[config.mk]
export PLATFORM = sky130hd
export DESIGN_NAME = cache_ctrl
export DESIGN_NICKNAME = d
export VERILOG_FILES = /design/src/rtl/cache_ctrl.sv
export SDC_FILE = /design/constraint.sdc
export NUM_CORES = 1
export LEC_CHECK = 0
export ABC_AREA = 1
export CAP_MARGIN = 20
export CELL_PAD_IN_SITES_DETAIL_PLACEMENT = 1
export CELL_PAD_IN_SITES_GLOBAL_PLACEMENT = 1
export CORE_ASPECT_RATIO = 0.9
export CORE_MARGIN = 1.5
export CORE_UTILIZATION = 33
export CTS_CLUSTER_DIAMETER = 150
export DETAILED_ROUTE_END_ITERATION = 6
export PLACE_DENSITY_LB_ADDON = 0.1
export SYNTH_ARGS = -nofsm -noshare
export SYNTH_HDL_FRONTEND = slang
export SYNTH_SLANG_ARGS = --single-unit
[constraint.sdc]
create_clock -name clk -period 2.3 [get_ports clk]
set_input_delay 0.69 -clock clk [delete_from_list [all_inputs] [get_ports clk]]
set_output_delay 0.69 -clock clk [all_outputs]
set_load 0.05 [all_outputs]
[src/rtl/cache_ctrl.sv]
// cache_ctrl: read-path controller for a 4-line x 8-byte direct-mapped cache.
//
// Accepts byte reads from the CPU and checks a 4-entry {valid, tag} store.
// Hits are answered from the cache RAM. On a miss the controller fills the
// whole line from memory, offsets 0..7 in order, then answers from the cache.
// The cache RAM is clocked on the falling edge. Fill writes and the response
// read therefore land on falling edges that do not overlap.
//
// Ports:
//   clk, reset            rising-edge clock, synchronous active-high reset
//   cpu_req/cpu_addr      byte read request, taken when cpu_ready=1
//   cpu_ready             request can be taken (IDLE and no flush)
//   cpu_valid/cpu_rdata   one-cycle response pulse and registered data byte
//   flush                 invalidate every line (honoured in IDLE only)
//   mem_req/mem_addr      memory byte read during a line fill
//   mem_ack/mem_data      memory data strobe and data
//   cache_wren/wrline/wroffset/data   cache RAM byte write port
//   cache_rdline/rdoffset/cache_q     cache RAM read port
//   hit_count/miss_count  saturating event counters (CACHE_CTRL_STATS_EN only)
//
// Build option: define CACHE_CTRL_STATS_EN to add the hit/miss counters of
// width STAT_W.
module cache_ctrl #(
  parameter int unsigned STAT_W = 16
) (
  input  logic       clk,
  input  logic       reset,
  input  logic       cpu_req,
  input  logic [7:0] cpu_addr,
  output logic       cpu_ready,
  output logic       cpu_valid,
  output logic [7:0] cpu_rdata,
`ifdef CACHE_CTRL_STATS_EN
  output logic [STAT_W-1:0] hit_count,
  output logic [STAT_W-1:0] miss_count,
`endif
  input  logic       flush,
  output logic       mem_req,
  output logic [7:0] mem_addr,
  input  logic       mem_ack,
  input  logic [7:0] mem_data,
  output logic       cache_wren,
  output logic [1:0] cache_wrline,
  output logic [2:0] cache_wroffset,
  output logic [7:0] cache_data,
  output logic [1:0] cache_rdline,
  output logic [2:0] cache_rdoffset,
  input  logic [7:0] cache_q
);

  typedef enum logic [1:0] {StIdle, StLookup, StFill, StResp} state_e;

  state_e          state_q;
  logic [3:0]      valid_q;
  logic [3:0][2:0] tag_q;
  logic [7:0]      req_addr_q;
  logic [2:0]      fill_cnt_q;

  logic [2:0] req_tag;
  logic [1:0] req_line;
  logic       hit;

  assign req_tag  = req_addr_q[7:5];
  assign req_line = req_addr_q[4:3];
  assign hit      = valid_q[req_line] && (tag_q[req_line] == req_tag);

  // flush takes priority over a same-cycle request, so ready drops with it.
  assign cpu_ready = (state_q == StIdle) && !flush;

  assign mem_req  = (state_q == StFill);
  assign mem_addr = {req_tag, req_line, fill_cnt_q};

  // The write must happen in the ack cycle itself because mem_data is only
  // guaranteed while mem_ack is high. The RAM captures it on the falling edge.
  assign cache_wren     = (state_q == StFill) && mem_ack;
  assign cache_wrline   = req_line;
  assign cache_wroffset = fill_cnt_q;
  assign cache_data     = mem_data;

  assign cache_rdline   = req_line;
  assign cache_rdoffset = req_addr_q[2:0];

  always_ff @(posedge clk) begin
    if (reset) begin
      state_q    <= StIdle;
      valid_q    <= '0;
      tag_q      <= '0;
      req_addr_q <= '0;
      fill_cnt_q <= '0;
      cpu_valid  <= 1'b0;
      cpu_rdata  <= '0;
`ifdef CACHE_CTRL_STATS_EN
      hit_count  <= '0;
      miss_count <= '0;
`endif
    end else begin
      cpu_valid <= 1'b0;
      unique case (state_q)
        StIdle: begin
          if (flush) begin
            valid_q <= '0;
          end else if (cpu_req) begin
            req_addr_q <= cpu_addr;
            state_q    <= StLookup;
          end
        end
        StLookup: begin
          if (hit) begin
            state_q <= StResp;
`ifdef CACHE_CTRL_STATS_EN
            if (hit_count != {STAT_W{1'b1}}) hit_count <= hit_count + 1'b1;
`endif
          end else begin
            // Invalidate the victim now so an aborted fill leaves no stale hit.
            valid_q[req_line] <= 1'b0;
            fill_cnt_q        <= '0;
            state_q           <= StFill;
`ifdef CACHE_CTRL_STATS_EN
            if (miss_count != {STAT_W{1'b1}}) miss_count <= miss_count + 1'b1;
`endif
          end
        end
        StFill: begin
          if (mem_ack) begin
            fill_cnt_q <= fill_cnt_q + 3'd1;
            if (fill_cnt_q == 3'd7) begin
              valid_q[req_line] <= 1'b1;
              tag_q[req_line]   <= req_tag;
              state_q           <= StResp;
            end
          end
        end
        StResp: begin
          // cache_q was read on the falling edge inside this cycle.
          cpu_rdata <= cache_q;
          cpu_valid <= 1'b1;
          state_q   <= StIdle;
        end
        default: state_q <= StIdle;
      endcase
    end
  end

endmodule

==> flow_metrics.py <==
metrics = {
    "worst_setup_path": {
        "startpoint": "cache_wroffset[1]",
        "timing.rr.end": "valid_q[1]",
        "crit_path_end": "mem_addr[1]",
        "critPathMaxFanout": 4,
        "reg2reg_depth": 12,
        "crit_chain": "clkdlybuf4s50_1",
        "crit-reg2reg-launch": "req_addr_q[3]",
        "r2r_slack_ps": 480,
        "critPathLaunchType": "flop",
        "slowest_delay_ps": 830,
        "crit_cells": 1,
        "cp.arrival_ps": 1530,
        "cpMaxStageDelayCell": "clkdlybuf4s50_1",
        "critPathBufInv": 1,
        "crit_required_ps": 1610,
        "path_class": "reg2out",
        "end_kind": "output pin",
        "cp_top_family": "buffers and inverters",
    },
    "synthesis": {
        "synth_edf_count": 0,
        "synthFlopType": "dfxtp_1",
        "async_reset_ff_share_pct": 0,
        "ys_warn_count": 0,
        "syn-cell-area_sq_um": 1920,
        "ys_seq_area_share_pct": 39.7,
        "ys_types": 21,
        "syn_nets": 303,
        "synth_area_per_cell_sq_um": 7.15,
        "synthCells": 268,
        "ys_seq_elements": 38,
    },
    "global_routing": {
        "grt_pass1_vias": 1729,
        "grt_usage_pct": 16.2,
        "antenna_found_initial": 0,
        "grt_pass1_wl_um": 8110,
        "grt_max_degree": 18,
        "grt_remaining_overflow": 0,
    },
    "floorplan": {
        "die_y_um": 75.3,
        "core.rowCount": 26,
        "dieWidth_um": 83.3,
        "die-area_sq_um": 6270,
        "io_pins": 67,
        "start_util_pct": 34.0,
        "core_area_sq_um": 5630,
    },
    "clock_tree": {
        "clk_pin_slew_worst_paths_ps": 90,
        "cts_buffer_depth": 2,
        "cts_tree": "done",
        "clock_latency_ps": 300,
        "clock-sinks": 38,
        "cts_hold_buf": 0,
        "cts_max_level": 2,
        "root_buffer": "clkbuf_8",
        "cts_buffers": 5,
    },
    "cells_and_area": {
        "final_layout_size_suffix_gt1_share_pct": 14.1,
        "layout_commonest_cell": "nand2_1",
        "stdcell_area_sq_um": 2590,
        "area_growth_pct": 35.1,
        "layout_common_cells": "nand2_1 (52), clkdlybuf4s50_1 (39), dfxtp_1 (38)",
        "ff_latch_area_sq_um": 761,
        "n_fill_cell": 722,
        "finalNonFillerCells": 383,
        "insertedDiodeCount": 0,
        "multi_input_area_sq_um": 891,
        "num-nets-final": 347,
    },
    "sta": {
        "tightestPinTransition_ps": 513,
        "max_freq_mhz": 451,
        "finalSetupViolations": 0,
        "clock_skew_ps": 11.1,
        "setup_slack_ps": 81.0,
        "fin_crit_sh_pct": 96.5,
        "tns_ps": 0,
        "rsz0062_at_grt": "false",
        "period_needed_ps": 2220,
        "maxSlewViolCount": 0,
        "final_hold_viol_count": 0,
        "max-slew-margin-rel_pct": 65.7,
    },
    "power": {
        "ir_drop_mv": 0.458,
        "p_leak_nw": 1.11,
        "p_per_area_nw_per_um2": 952,
    },
    "routing": {
        "avgRoutedWirePerCell_um": 12.8,
        "via_count": 1826,
        "ant_nets": 0,
        "drt_iter0_drc": 60,
        "first_pass_iters": 4,
        "vias_per_cell": 4.77,
        "wirelength_um": 4910,
        "drcViolationCount": 0,
    },
    "place": {
        "gp_congestion": 0.723,
        "dpl.cell_count": 375,
        "dpl_cell_area_sq_um": 2470,
        "dp_hpwl_um": 3660,
        "post-place-ws_ps": 84.6,
        "io_buffers": 50,
    },
    "worst_hold_path": {
        "hold_class": "reg2reg",
    },
    "status": {
        "outcome": "finished clean",
    },
    "job": {
        "drv_cap": 0,
    },
}
==> synth_stat cells, types with 2 or more instances <==
master	number	share of area, %
nand2_2	6	2.0
inv_1	22	4.3
a21oi_1	33	8.6
ha_1	6	3.9
dfxtp_1	38	40
nand2_1	52	10
clkbuf_1	4	0.78
buf_4	15	5.9
nand3_1	13	3.4
nor2_2	3	0.98
a21oi_2	3	1.4
nor2_1	31	6.1
inv_2	2	0.39
buf_6	3	1.8
o21ai_0	31	8.1
==> stage by stage <==
stage          hold WS (ps)  power, mW  utilization (%)
5_1_grt                 471       2.62             46.0
3_5_place_dp            440       1.89             43.9
3_3_place_gp            437       1.88             43.9
4_1_cts                 457       2.49             45.9
2_1_floorplan           453       1.55                -
6_report                453       2.46             46.0
==> flip-flops by register name (all words and copies together), names as in the netlist <==
register and flops:
tag_q 12, cpu_rdata 8, req_addr_q 8, valid_q 4, cache_wroffset 3, state_q 2, cpu_valid 1
==> worst min path at each step <==
stage / startpoint / end / slack (ps) / cells after the start
after floorplan: valid_q[3] / valid_q[3] / 450 / 2
after global placement: req_addr_q[1] / req_addr_q[1] / 440 / 2
after detailed placement: req_addr_q[1] / req_addr_q[1] / 440 / 2
after CTS: req_addr_q[1] / req_addr_q[1] / 460 / 2
after global routing: req_addr_q[1] / req_addr_q[1] / 470 / 2
final: req_addr_q[1] / req_addr_q[1] / 450 / 2
==> cell families after synthesis <==
family                     Yosys count  share of synthesized area [%]
buffers and inverters               49                           13.8
DFF                                 38                           39.7
AOI/OAI and AO/OA                   69                           19.4
adders and majority gates            6                           3.92
and+or+nand+nor                    106                           23.2
==> worst min-delay path: cells and delay by family, from the launching register on <==
kind / cells / cell delay, ps
compound gates: 1 / 50
buf+inv: 1 / 50
flops: 1 / 320
==> layer usage <==
metal	up-vias	global-route usage (%)	part of all wire (%)
met5	-	0	0
met4	0	3.52	0.79
met3	7	5.59	5.3
met2	40	27.0	45
met1	847	20.7	48
li1	932	-	-
==> timing repair <==
action,in CTS,in global routing
endpoints found under the setup margin,0,2
buffers inserted,0,0
resized for setup,0,2
==> report_power, final <==
part,switching (mW),internal (mW)
sequential,0.0619,0.722
combinational,0.690,0.400
clock,0.266,0.323
total,1.02,1.44
==> cell type report <==
class	count	area share (%)
inverters	25	3.63
flip-flops and latches	38	29.4
well taps	70	3.38
clock buffers	5	2.66
clock inverters	3	1.74
multi-input cells	181	34.4
repair buffers	61	24.8
(Power assumes the default switching activity.)
